**config.mk**
```make
export PLATFORM = sky130hd
export DESIGN_NAME = chime_sequencer_flat
export DESIGN_NICKNAME = d
export VERILOG_FILES = /design/src/rtl/clock_pkg.sv /design/src/rtl/chime_sequencer_if.sv /design/src/rtl/chime_time_match.sv /design/src/rtl/chime_sequencer.sv /design/src/flat_wrapper.sv
export SDC_FILE = /design/constraint.sdc
export NUM_CORES = 1
export LEC_CHECK = 0
export CAP_MARGIN = 20
export CORE_UTILIZATION = 53
export CTS_BUF_LIST = sky130_fd_sc_hd__clkbuf_4
export DETAILED_ROUTE_END_ITERATION = 16
export GPL_TIMING_DRIVEN = 1
export PLACE_DENSITY = 0.88
export SLEW_MARGIN = 20
export SYNTH_ARGS = -nofsm -noshare
export SYNTH_HDL_FRONTEND = slang
export SYNTH_SLANG_ARGS = --single-unit
```
**constraint.sdc**
```tcl
create_clock -name clk -period 9.7 [get_ports clk]
set_input_delay 2.425 -clock clk [delete_from_list [all_inputs] [get_ports clk]]
set_output_delay 2.425 -clock clk [all_outputs]
set_load 0.01 [all_outputs]
```
**src/rtl/clock_pkg.sv**
```systemverilog
// Shared definitions for the digital-clock chime/alarm control path.
package clock_pkg;

  typedef enum logic [1:0] {IDLE, CHIME_LO, CHIME_HI, ALARM} state_t;

  localparam logic [7:0] BCD_59 = 8'h59;
  localparam logic [7:0] BCD_00 = 8'h00;

  function automatic logic bcd_valid(input logic [7:0] v);
    return (v[7:4] <= 4'd9) && (v[3:0] <= 4'd9);
  endfunction

endpackage

```
**src/rtl/chime_sequencer_if.sv**
```systemverilog
// Time-of-day / alarm inputs and beep-stage control outputs of the chime sequencer.
interface chime_sequencer_if;
  logic       tick_1hz;
  logic [7:0] hh;
  logic [7:0] mm;
  logic [7:0] ss;
  logic       set_mode;
  logic       alarm_en;
  logic [7:0] alarm_hh;
  logic [7:0] alarm_mm;
  logic       alarm_stop;
  logic       beep_rst_n;
  logic       beep_step;
  logic       tone_hi;
  logic       chime_active;
  logic       alarm_active;

  modport master (
    output tick_1hz, hh, mm, ss, set_mode, alarm_en, alarm_hh, alarm_mm, alarm_stop,
    input  beep_rst_n, beep_step, tone_hi, chime_active, alarm_active
  );

  modport slave (
    input  tick_1hz, hh, mm, ss, set_mode, alarm_en, alarm_hh, alarm_mm, alarm_stop,
    output beep_rst_n, beep_step, tone_hi, chime_active, alarm_active
  );
endinterface

```
**src/rtl/chime_time_match.sv**
```systemverilog
// Combinational time compares; a field with a non-decimal digit never matches.
module chime_time_match
  import clock_pkg::*;
#(
  parameter logic [7:0] CHIME_START = 8'h56
) (
  input  logic [7:0] hh,
  input  logic [7:0] mm,
  input  logic [7:0] ss,
  input  logic       alarm_en,
  input  logic [7:0] alarm_hh,
  input  logic [7:0] alarm_mm,
  output logic       chime_lo_hit,
  output logic       chime_hi_hit,
  output logic       alarm_hit
);

  logic mm_ok;
  logic ss_ok;

  assign mm_ok = bcd_valid(mm);
  assign ss_ok = bcd_valid(ss);

  assign chime_lo_hit = mm_ok && ss_ok && (mm == BCD_59) && (ss == CHIME_START);
  assign chime_hi_hit = (mm == BCD_00) && (ss == BCD_00);
  assign alarm_hit    = alarm_en && bcd_valid(hh) && mm_ok && ss_ok &&
                        bcd_valid(alarm_hh) && bcd_valid(alarm_mm) &&
                        (hh == alarm_hh) && (mm == alarm_mm) && (ss == BCD_00);

endmodule

```
**src/rtl/chime_sequencer.sv**
```systemverilog
// Decides when the beep-pattern stage runs: hourly chime and timed alarm.
module chime_sequencer
  import clock_pkg::*;
#(
  parameter int unsigned ALARM_SECS  = 30,
  parameter int unsigned HI_SECS     = 1,
  parameter logic [7:0]  CHIME_START = 8'h56
) (
  input logic clk,
  input logic rst,
  chime_sequencer_if.slave bus
);

  localparam logic [7:0] ALARM_LIM = 8'(ALARM_SECS);
  localparam logic [7:0] HI_LIM    = 8'(HI_SECS);

  state_t     state, state_nxt;
  logic [7:0] sec_cnt, sec_nxt, sec_inc;
  logic [2:0] beat_cnt, beat_nxt;
  logic       alarm_pend, pend_nxt;
  logic       hi_reload, reload_nxt;
  logic       tick_q;
  logic       beep_rst_n, rstn_nxt;
  logic       beep_step, step_nxt;
  logic       tone_hi, tone_nxt;
  logic       chime_lo_hit, chime_hi_hit, alarm_hit;

  chime_time_match #(.CHIME_START(CHIME_START)) u_match (
    .hh          (bus.hh),
    .mm          (bus.mm),
    .ss          (bus.ss),
    .alarm_en    (bus.alarm_en),
    .alarm_hh    (bus.alarm_hh),
    .alarm_mm    (bus.alarm_mm),
    .chime_lo_hit(chime_lo_hit),
    .chime_hi_hit(chime_hi_hit),
    .alarm_hit   (alarm_hit)
  );

  assign sec_inc = sec_cnt + 8'd1;

  always_comb begin
    state_nxt  = state;
    sec_nxt    = sec_cnt;
    beat_nxt   = beat_cnt;
    pend_nxt   = alarm_pend;
    reload_nxt = 1'b0;
    step_nxt   = 1'b0;
    rstn_nxt   = beep_rst_n;
    tone_nxt   = tone_hi;
    if (bus.set_mode) begin
      state_nxt = IDLE;
      sec_nxt   = '0;
      beat_nxt  = '0;
      pend_nxt  = 1'b0;
      rstn_nxt  = 1'b0;
      tone_nxt  = 1'b0;
    end else begin
      unique case (state)
        IDLE: begin
          rstn_nxt = 1'b0;
          tone_nxt = 1'b0;
          if (tick_q) begin
            if (chime_hi_hit) begin
              // Top-of-hour entry holds the stage in reset one cycle before stepping.
              state_nxt  = CHIME_HI;
              sec_nxt    = '0;
              reload_nxt = 1'b1;
              tone_nxt   = 1'b1;
              pend_nxt   = alarm_hit;
            end else if (chime_lo_hit) begin
              state_nxt = CHIME_LO;
              beat_nxt  = 3'd1;
              step_nxt  = 1'b1;
              rstn_nxt  = 1'b1;
              pend_nxt  = alarm_hit;
            end else if (alarm_hit) begin
              state_nxt = ALARM;
              sec_nxt   = '0;
              step_nxt  = 1'b1;
              rstn_nxt  = 1'b1;
              tone_nxt  = 1'b1;
            end
          end
        end
        CHIME_LO: begin
          if (tick_q) begin
            pend_nxt = alarm_pend | alarm_hit;
            if (beat_cnt == 3'd4 || chime_hi_hit) begin
              state_nxt  = CHIME_HI;
              sec_nxt    = '0;
              reload_nxt = 1'b1;
              rstn_nxt   = 1'b0;
              tone_nxt   = 1'b1;
            end else begin
              beat_nxt = beat_cnt + 3'd1;
              step_nxt = 1'b1;
            end
          end
        end
        CHIME_HI: begin
          tone_nxt = 1'b1;
          if (hi_reload) begin
            rstn_nxt = 1'b1;
            step_nxt = 1'b1;
          end
          if (tick_q) begin
            pend_nxt = alarm_pend | alarm_hit;
            if (sec_inc == HI_LIM) begin
              sec_nxt = '0;
              if (alarm_pend) begin
                // Deferred alarm runs its full duration after the chime.
                state_nxt = ALARM;
                pend_nxt  = 1'b0;
                step_nxt  = 1'b1;
                rstn_nxt  = 1'b1;
              end else begin
                state_nxt = IDLE;
                rstn_nxt  = 1'b0;
                tone_nxt  = 1'b0;
              end
            end else begin
              sec_nxt = sec_inc;
            end
          end
        end
        ALARM: begin
          rstn_nxt = 1'b1;
          if (bus.alarm_stop || (tick_q && sec_inc == ALARM_LIM)) begin
            state_nxt = IDLE;
            sec_nxt   = '0;
            rstn_nxt  = 1'b0;
            tone_nxt  = 1'b0;
          end else if (tick_q) begin
            sec_nxt  = sec_inc;
            step_nxt = 1'b1;
            tone_nxt = ~tone_hi;
          end
        end
        default: state_nxt = IDLE;
      endcase
      if (bus.alarm_stop) pend_nxt = 1'b0;
    end
  end

  always_ff @(posedge clk) begin
    if (!rst) begin
      state      <= IDLE;
      sec_cnt    <= '0;
      beat_cnt   <= '0;
      alarm_pend <= 1'b0;
      hi_reload  <= 1'b0;
      tick_q     <= 1'b0;
      beep_rst_n <= 1'b0;
      beep_step  <= 1'b0;
      tone_hi    <= 1'b0;
    end else begin
      state      <= state_nxt;
      sec_cnt    <= sec_nxt;
      beat_cnt   <= beat_nxt;
      alarm_pend <= pend_nxt;
      hi_reload  <= reload_nxt;
      tick_q     <= bus.tick_1hz;
      beep_rst_n <= rstn_nxt;
      beep_step  <= step_nxt;
      tone_hi    <= tone_nxt;
    end
  end

  assign bus.beep_rst_n   = beep_rst_n;
  assign bus.beep_step    = beep_step;
  assign bus.tone_hi      = tone_hi;
  assign bus.chime_active = (state == CHIME_LO) || (state == CHIME_HI);
  assign bus.alarm_active = (state == ALARM);

endmodule

```
**src/flat_wrapper.sv**
```systemverilog
// flat-port wrapper written by rule: the top's interface ports become plain ports
module chime_sequencer_flat import clock_pkg::*;
#(
  parameter int unsigned ALARM_SECS  = 30,
  parameter int unsigned HI_SECS     = 1,
  parameter logic [7:0]  CHIME_START = 8'h56
)
  (clk, rst, bus_tick_1hz, bus_hh, bus_mm, bus_ss, bus_set_mode, bus_alarm_en, bus_alarm_hh, bus_alarm_mm, bus_alarm_stop, bus_beep_rst_n, bus_beep_step, bus_tone_hi, bus_chime_active, bus_alarm_active);
  chime_sequencer_if bus_i ();
  input logic clk;
  input logic rst;
  input wire logic [$bits(bus_i.tick_1hz)-1:0] bus_tick_1hz;
  input wire logic [$bits(bus_i.hh)-1:0] bus_hh;
  input wire logic [$bits(bus_i.mm)-1:0] bus_mm;
  input wire logic [$bits(bus_i.ss)-1:0] bus_ss;
  input wire logic [$bits(bus_i.set_mode)-1:0] bus_set_mode;
  input wire logic [$bits(bus_i.alarm_en)-1:0] bus_alarm_en;
  input wire logic [$bits(bus_i.alarm_hh)-1:0] bus_alarm_hh;
  input wire logic [$bits(bus_i.alarm_mm)-1:0] bus_alarm_mm;
  input wire logic [$bits(bus_i.alarm_stop)-1:0] bus_alarm_stop;
  output wire logic [$bits(bus_i.beep_rst_n)-1:0] bus_beep_rst_n;
  output wire logic [$bits(bus_i.beep_step)-1:0] bus_beep_step;
  output wire logic [$bits(bus_i.tone_hi)-1:0] bus_tone_hi;
  output wire logic [$bits(bus_i.chime_active)-1:0] bus_chime_active;
  output wire logic [$bits(bus_i.alarm_active)-1:0] bus_alarm_active;
  assign bus_i.tick_1hz = bus_tick_1hz;
  assign bus_i.hh = bus_hh;
  assign bus_i.mm = bus_mm;
  assign bus_i.ss = bus_ss;
  assign bus_i.set_mode = bus_set_mode;
  assign bus_i.alarm_en = bus_alarm_en;
  assign bus_i.alarm_hh = bus_alarm_hh;
  assign bus_i.alarm_mm = bus_alarm_mm;
  assign bus_i.alarm_stop = bus_alarm_stop;
  assign bus_beep_rst_n = bus_i.beep_rst_n;
  assign bus_beep_step = bus_i.beep_step;
  assign bus_tone_hi = bus_i.tone_hi;
  assign bus_chime_active = bus_i.chime_active;
  assign bus_alarm_active = bus_i.alarm_active;
  chime_sequencer #(.ALARM_SECS(ALARM_SECS), .HI_SECS(HI_SECS), .CHIME_START(CHIME_START)) u_core (.clk(clk), .rst(rst), .bus(bus_i));
endmodule
```
==> results of run 1 <==
cells by family (layout without fill, tap and decap cells):
kind of cell | Yosys count | in the layout | share of synthesized area [%]
and+or+nand+nor | 96 | 96 | 32.1
AOI/OAI and AO/OA | 70 | 70 | 27.5
buffers and inverters | 21 | 65 | 4.64
DFF | 19 | 19 | 22.0
xor gates and xnor gates | 13 | 13 | 6.59
adders and majority gates | 9 | 9 | 6.52
muxes | 1 | 1 | 0.580
flip-flops by register name, indices dropped and copies added, names as in the netlist:
| name | flops |
|---|---|
| u_core.bus.beep_step | 1 |
| u_core.beat_cnt | 3 |
| u_core.tick_q | 1 |
| u_core.sec_cnt | 8 |
| u_core.hi_reload | 1 |
| u_core.bus.tone_hi | 1 |
| u_core.alarm_pend | 1 |
| u_core.bus.beep_rst_n | 1 |
| u_core.state | 2 |
path summary, 6_finish.rpt:
kind | start | endpoint | cells after the start
max reg2reg | u_core.sec_cnt[0] | u_core.sec_cnt[0] | 8
max | bus_ss[5] | u_core.sec_cnt[3] | 7
min | u_core.bus.tone_hi | u_core.bus.tone_hi | 2
min reg2reg | u_core.bus.tone_hi | u_core.bus.tone_hi | 2
power groups by stage:
stage / registers, mW / logic [mW] / clock network, mW
after global routing: 0.0789 / 0.0367 / 0.0492
after global placement: 0.0806 / 0.0337 / 0
after CTS: 0.0788 / 0.0343 / 0.0456
after detailed placement: 0.0806 / 0.0342 / 0
final: 0.0789 / 0.0344 / 0.0461
after floorplan: 0.0801 / 0.0107 / 0
cell usage in the layout, fill, tap and decap left out, types with 5 or more instances in the layout:
| cell type | netlist | final |
|---|---|---|
| a21boi_1 | 6 | 6 |
| a21oi_1 | 9 | 9 |
| clkdlybuf4s50_1 | 0 | 50 |
| dfxtp_1 | 19 | 19 |
| ha_1 | 9 | 9 |
| inv_1 | 11 | 11 |
| nand2_1 | 21 | 21 |
| nand4_1 | 6 | 6 |
| nor2_1 | 13 | 13 |
| nor2b_1 | 6 | 6 |
| o21ai_0 | 18 | 18 |
| o22ai_1 | 8 | 8 |
| or3_1 | 6 | 6 |
| or4_1 | 7 | 7 |
| xnor2_1 | 8 | 8 |
| xor2_1 | 5 | 5 |
critical path, cell delays in order:
cell,delay [ns]
clkdlybuf4s50_1,0.42
or4_4,0.54
or4_1,0.52
or4_1,0.66
a211oi_4,0.52
a21boi_1,0.24
o22ai_1,0.10
area by class of cell:
class / instances / area, µm² / share of cell area (%)
clock buffers: 4 / 30.0 / 1.32
inverters: 11 / 41.3 / 1.82
multi-input cells: 189 / 1270 / 55.7
flip-flops and latches: 19 / 380 / 16.7
well taps: 44 / 55.1 / 2.42
repair buffers: 50 / 500 / 22.0
routing by layer:
metal / routed length, µm / track usage [%] / vias up / part of all wire [%]
met5: 0 / 0 / - / 0
met4: 94 / 10.2 / 0 / 2.1
met3: 325 / 3.28 / 9 / 7.2
met2: 2220 / 52.8 / 102 / 49
met1: 1860 / 30.8 / 880 / 41
li1: - / - / 941 / -
metrics by stage:
step / area, µm² / setup WS, ns / power, mW
6_report: 2270 / 4.48 / 0.159
5_1_grt: 2270 / 4.41 / 0.165
4_1_cts: 2270 / 4.50 / 0.159
3_5_place_dp: 2240 / 4.15 / 0.115
3_3_place_gp: 2240 / 4.21 / 0.114
2_1_floorplan: 1730 / 4.80 / 0.0908
==> metrics.cfg, run 1 <==
[run_status]
status = completed

[pwr]
leakage_nw = 0.784
power_frac_seq_pct = 49.5
pwr-share-comb_pct = 21.6
swShare_pct = 25.4
switching_power_mw = 0.0404
clock_power_share_pct = 28.9
peakVddDrop_v = 0.0000442
powerDensity_nw_per_um2 = 70.1
p_int_mw = 0.119

[cts]
cts_resized = 0
cts_hold_buf = 0
clock_latency_ns = 0.31
postCtsSetupRepairBufs = 0
clk_path_buf_depth = 2
numCtsBuffers = 3
cts.sink_count = 19
cts_tree = done
clk_pin_slew_ns = 0.12
cts_max_level = 1
root_buffer = clkbuf_4

[timing]
final-hold-violation-count = 0
final-setup-viol-count = 0
min_period_ns = 5.22
fin_hold_ws_ns = 0.518
tns_ns = 0
clock.fmax_mhz = 191
slew_headroom_pct = 41.5
worst_pin_slew_ns = 0.876
finClkSkew_ns = 0.00846
min_period_over_period_pct = 53.9
grt_setup_unrepaired = false
drv_slew = 0

[job]
max-cap-violations = 0

[detailed_routing]
vias = 1932
ant_nets = 0
first_pass_iters = 5
routed_wirelength_um = 4500
drt_iter0_markers = 121
wire_per_inst_um = 14.2
vias_per_cell = 6.09
drc = 0

[floorplanning]
start_util_pct = 56.1
fp.dieW_um = 59.1
io_pins = 51
rows = 20
die-area_um2 = 3490
core-area_um2 = 3080
die-height_um = 59.1

[grt]
grt_pass1_vias = 1799
grt_usage_pct = 27.6
gr-total-overflow = 0
antenna_found_initial = 0
grt_pass1_wl_um = 7430
grt_max_degree = 17

[yosys]
synth.most_common_cell = nand2_1
syn_area_um2 = 1730
ys.flop_type = dfxtp_1
synth_top_cell_by_area = dfxtp_1
synth_top_area_share_pct = 22.0
synth.top_cells.by_count = 21 x nand2_1, 19 x dfxtp_1, 18 x o21ai_0, 13 x nor2_1, 11 x inv_1
syn_avg_cell_area_um2 = 7.54
syn-num-nets = 284
async_flop_share_pct = 0
yosys_warnings = 0
ys_seq_elements = 19
synth_cell_type_count = 55
seq_area_frac_synth_pct = 22.0
netlist_instances = 229
synthTopCellsByArea = dfxtp_1 22%, ha_1 6.5%, o21ai_0 5.2%
synth_enable_flop_cells = 0

[setup_path]
crit_arrival_ns = 5.43
worstPathMaxFanout = 10
worstPathRequired_ns = 9.90
cp-end-kind = flop
rrSetupSlack_ns = 7.39
critPathLaunchType = input port
worstSetupPathType = in2reg

[placement]
hpwl_um = 3580
gp_congestion = 0.912
place_inst = 313
io_buffers = 50

[finish]
num-fill-cells = 232
areaGrowthSynthToFinish_pct = 31.7
final_cell_count_no_fill = 317
drive_above_1_share_pct = 5.13
diodes = 0
fin_nets = 329
fin_util_pct = 73.9

[min_path]
hp-class = reg2reg

Note: power is estimated with default switching activity, not from simulation.
==> run 2, diff against run 1 <==
CORE_UTILIZATION = 49   (was 53)
PLACE_DENSITY = 0.83   (was 0.88)
clock period = 5.29 ns   (was 9.7 ns; I/O delays follow)
==> metrics.cfg, run 2 (same netlist as run 1, synthesis figures left out) <==
[run_status]
status = completed

[timing]
tns_ns = 0
clock.fmax_mhz = 241
final-setup-viol-count = 0
finClkSkew_ns = 0.00477
min_period_ns = 4.15
final-hold-violation-count = 0
drv_slew = 0
worst_pin_slew_ns = 0.886
min_period_over_period_pct = 78.5
grt_setup_unrepaired = false
slew_headroom_pct = 40.8

[grt]
grt_max_degree = 17
antenna_found_initial = 0
grt_pass1_vias = 1749
grt_pass1_wl_um = 7290
grt_usage_pct = 25.3
gr-total-overflow = 0

[cts]
clock_latency_ns = 0.28
cts_max_level = 1
cts_tree = done
numCtsBuffers = 3
clk_path_buf_depth = 2
postCtsSetupRepairBufs = 0
cts.sink_count = 19
cts_hold_buf = 0
clk_pin_slew_ns = 0.11
root_buffer = clkbuf_4
cts_resized = 0

[finish]
fin_nets = 329
largest_register = u_core.sec_cnt
areaGrowthSynthToFinish_pct = 31.8
final_cell_mix = 50 x clkdlybuf4s50_1, 21 x nand2_1, 19 x dfxtp_1
fin_util_pct = 67.7
drive_above_1_share_pct = 5.13
diodes = 0
layout_commonest_cell = clkdlybuf4s50_1
largest_reg_flops = 8
reg_top3 = u_core.sec_cnt x8, u_core.beat_cnt x3, u_core.state x2

[detailed_routing]
wire_per_inst_um = 14.5
drc = 0
first_pass_iters = 6
ant_nets = 0
routed_wirelength_um = 4620
vias = 1898
vias_per_cell = 5.95
drt_iter0_markers = 231

[setup_path]
timing.critical_path.from = bus_ss[5]
cp-end-kind = flop
r2r-start = u_core.sec_cnt[0]
critPathLaunchType = input port
r2r_end = u_core.state[1]
critPathMaxStageDelay_ns = 0.67
crit_arrival_ns = 4.33
ff2ff_path_depth = 7
worstSetupPathType = in2reg
worstPathRequired_ns = 5.47
cp_common_cell = or4_1
rrSetupSlack_ns = 3.08
worstPathMaxFanout = 10
slowest_stage = or4_1
crit_chain = clkdlybuf4s50_1 -> or4_4 -> or4_1 -> or4_1 -> a211oi_4 -> a21boi_1 -> o22ai_1

[placement]
io_buffers = 50
hpwl_um = 3740
gp_congestion = 0.883

[floorplanning]
fp.dieW_um = 61.4
rows = 21
start_util_pct = 51.3
die-height_um = 61.4
die-area_um2 = 3770
io_pins = 51
core-area_um2 = 3360

[pwr]
powerDensity_nw_per_um2 = 125
leakage_nw = 0.784
peakVddDrop_v = 0.0000697

[job]
max-cap-violations = 0

[min_path]
min_to = u_core.state[0]
hp-class = reg2reg
whs_path_depth = 2
hold_path.startpoint = u_core.state[0]

==> run 2: cell counts in the layout (fill, tap and decap cells not counted) <==
Identical to the previous run, type by type.
==> run 2: worst max path at each step <==
stage,to,cells after the start
floorplan,u_core.sec_cnt[2],7
global placement,u_core.sec_cnt[2],7
detailed placement,u_core.sec_cnt[3],7
CTS,u_core.sec_cnt[3],7
global route,u_core.sec_cnt[7],7
finish,u_core.sec_cnt[3],7
==> run 2: critical path, delay by kind of cell <==
family / cells / cell delay [ns]
and+or+nand+nor: 3 / 1.74
AOI/OAI and AO/OA: 3 / 0.85
buffers and inverters: 1 / 0.42
==> run 2: metrics by stage <==
stage               instances  setup slack [ns]  area [µm²]  hold WS [ns]  power [mW]
global placement          315             0.918        2250         0.487       0.210
detailed placement        315             0.829        2250         0.502       0.211
global route              319              1.02        2280         0.558       0.298
CTS                       319              1.14        2280         0.519       0.286
finish                    319              1.14        2280         0.518       0.284
floorplan                 229              1.49        1730         0.469       0.166
==> run 2: area by class of cell <==
class | instances | area [µm²]
multi-input cells | 189 | 1270
fillers | 313 | 1090
repair buffers | 50 | 500
flip-flops and latches | 19 | 380
well taps | 46 | 57.6
inverters | 11 | 41.3
clock buffers | 4 | 30.0
==> run 2: layer usage <==
layer / GRT usage (%) / part of all wire (%) / up-vias
met5: 0 / 0 / -
met4: 7.30 / 1.4 / 0
met3: 2.31 / 4.6 / 6
met2: 46.3 / 49 / 79
met1: 31.4 / 45 / 874
li1: - / - / 939
==> run 2: power breakdown <==
group          internal (mW)  leakage [nW]  total [mW]  switching [mW]
Combinational         0.0400         0.613      0.0635          0.0235
Sequential             0.143         0.153       0.144         0.00108
Clock                 0.0344        0.0184      0.0762          0.0418
Total                  0.218         0.784       0.284          0.0665
==> run 3, diff against run 2 <==
clock period = 4.2 ns   (was 5.29 ns; I/O delays follow)
==> metrics.cfg, run 3 (same netlist as run 1, synthesis figures left out) <==
[cts]
numCtsBuffers = 3
cts_max_level = 1
clk_pin_slew_ns = 0.11
cts_resized = 0
cts_tree = done
postCtsSetupRepairBufs = 0
cts_hold_buf = 0
clk_path_buf_depth = 2
clock_latency_ns = 0.29
root_buffer = clkbuf_4
cts.sink_count = 19

[detailed_routing]
routed_wirelength_um = 4290
ant_nets = 0
vias = 1884
first_pass_iters = 4
vias_per_cell = 5.89
wire_per_inst_um = 13.4
drt_iter0_markers = 155
drc = 0

[setup_path]
r2r_end = u_core.sec_cnt[0]
critPathLaunchType = input port
worstPathMaxFanout = 10
slowest_stage = or4_1
r2r-start = u_core.sec_cnt[0]
critPathTopFamily = simple AND/OR/NAND/NOR gates
cp_common_cell = or4_1
ff2ff_path_depth = 8
critPathMaxStageDelay_ns = 0.66
timing.critical_path.from = bus_ss[5]
rrSetupSlack_ns = 1.98
cp-end-kind = flop
crit_chain = clkdlybuf4s50_1 -> or4_4 -> or4_1 -> or4_1 -> a211oi_4 -> buf_12 -> a21boi_1 -> o22ai_1
worstPathRequired_ns = 4.38
worstSetupPathType = in2reg
crit_buf_inv = 2
crit_arrival_ns = 3.95

[placement]
io_buffers = 50
post_dp_cell_area_um2 = 2270
gp_congestion = 0.908
hpwl_um = 3510

[finish]
register_area_um2 = 380
multi_input_area_um2 = 1270
diodes = 0
final_area_um2 = 2300
final_cell_mix = 50 x clkdlybuf4s50_1, 21 x nand2_1, 19 x dfxtp_1
areaGrowthSynthToFinish_pct = 33.0
drive_above_1_share_pct = 5.47
largest_reg_flops = 8
largest_register = u_core.sec_cnt
num-fill-cells = 292
layout_commonest_cell = clkdlybuf4s50_1
fin_nets = 330
fin_util_pct = 68.3
reg_top3 = u_core.sec_cnt x8, u_core.beat_cnt x3, u_core.state x2

[grt]
grt_pass1_wl_um = 6910
grt_max_degree = 17
grt_usage_pct = 24.1
grt_use_met1_pct = 32.0
gr-total-overflow = 0
antenna_found_initial = 0
use_met2_pct = 43.0
busiest_layer = met2
grt_pass1_vias = 1592
grtUsageMet3_pct = 1.89

[timing]
clock.fmax_mhz = 266
worst_pin_slew_ns = 0.851
tns_ns = 0
drv_slew = 0
grt_setup_unrepaired = false
min_period_over_period_pct = 89.7
min_period_ns = 3.77
final-setup-viol-count = 0
finClkSkew_ns = 0.00622
slew_headroom_pct = 43.1
final-hold-violation-count = 0

[floorplanning]
die-area_um2 = 3770
core-area_um2 = 3360
die-height_um = 61.4
rows = 21
io_pins = 51
start_util_pct = 51.3
fp.dieW_um = 61.4

[min_path]
min_to = u_core.bus.tone_hi
hold_path.startpoint = u_core.bus.tone_hi
hp-class = reg2reg
whs_path_depth = 2

[pwr]
peakVddDrop_v = 0.0000873
powerDensity_nw_per_um2 = 156
power.total_mw = 0.359
leakage_nw = 0.792

[job]
max-cap-violations = 0

[run_status]
status = completed

-- run 3: changes by cell type in the layout (fill, tap and decap cells not counted) --
cell    delta
buf_12     +1
-- run 3: routing by layer --
layer / vias up / share of wire, %
met5: - / 0
met4: 0 / 0.61
met3: 2 / 5.5
met2: 74 / 49
met1: 864 / 45
li1: 944 / -
-- run 3: area by class of cell --
class / count / share of cell area [%]
multi-input cells: 189 / 55.1
repair buffers: 51 / 22.7
flip-flops and latches: 19 / 16.6
well taps: 46 / 2.51
inverters: 11 / 1.80
clock buffers: 4 / 1.31
-- run 3: worst max path at each step --
stage	to	slack, ns	depth (start not counted)
2_1_floorplan	u_core.sec_cnt[2]	0.68	7
3_5_place_dp	u_core.sec_cnt[6]	0.12	8
4_1_cts	u_core.sec_cnt[6]	0.44	8
5_1_grt	u_core.sec_cnt[6]	0.32	8
6_report	u_core.sec_cnt[6]	0.43	8
3_3_place_gp	u_core.sec_cnt[7]	0.19	8
-- run 3: tightest hold or removal path, delay by kind of cell, from the launching register on --
family,cells,cell delay [ns]
flip-flops,1,0.34
AO/OA/AOI/OAI,2,0.13
-- run 3: power by group --
part / leakage [nW] / switching, mW / internal (mW)
Combinational: 0.621 / 0.0288 / 0.0504
Sequential: 0.153 / 0.00134 / 0.181
Clock: 0.0184 / 0.0543 / 0.0433
Total: 0.792 / 0.0845 / 0.274
-- run 3: metrics by stage --
step	setup WS, ns	hold slack [ns]	instances
5_1_grt	0.324	0.513	320
2_1_floorplan	0.677	0.469	229
3_5_place_dp	0.123	0.488	316
4_1_cts	0.441	0.504	320
6_report	0.435	0.494	320
3_3_place_gp	0.192	0.485	316
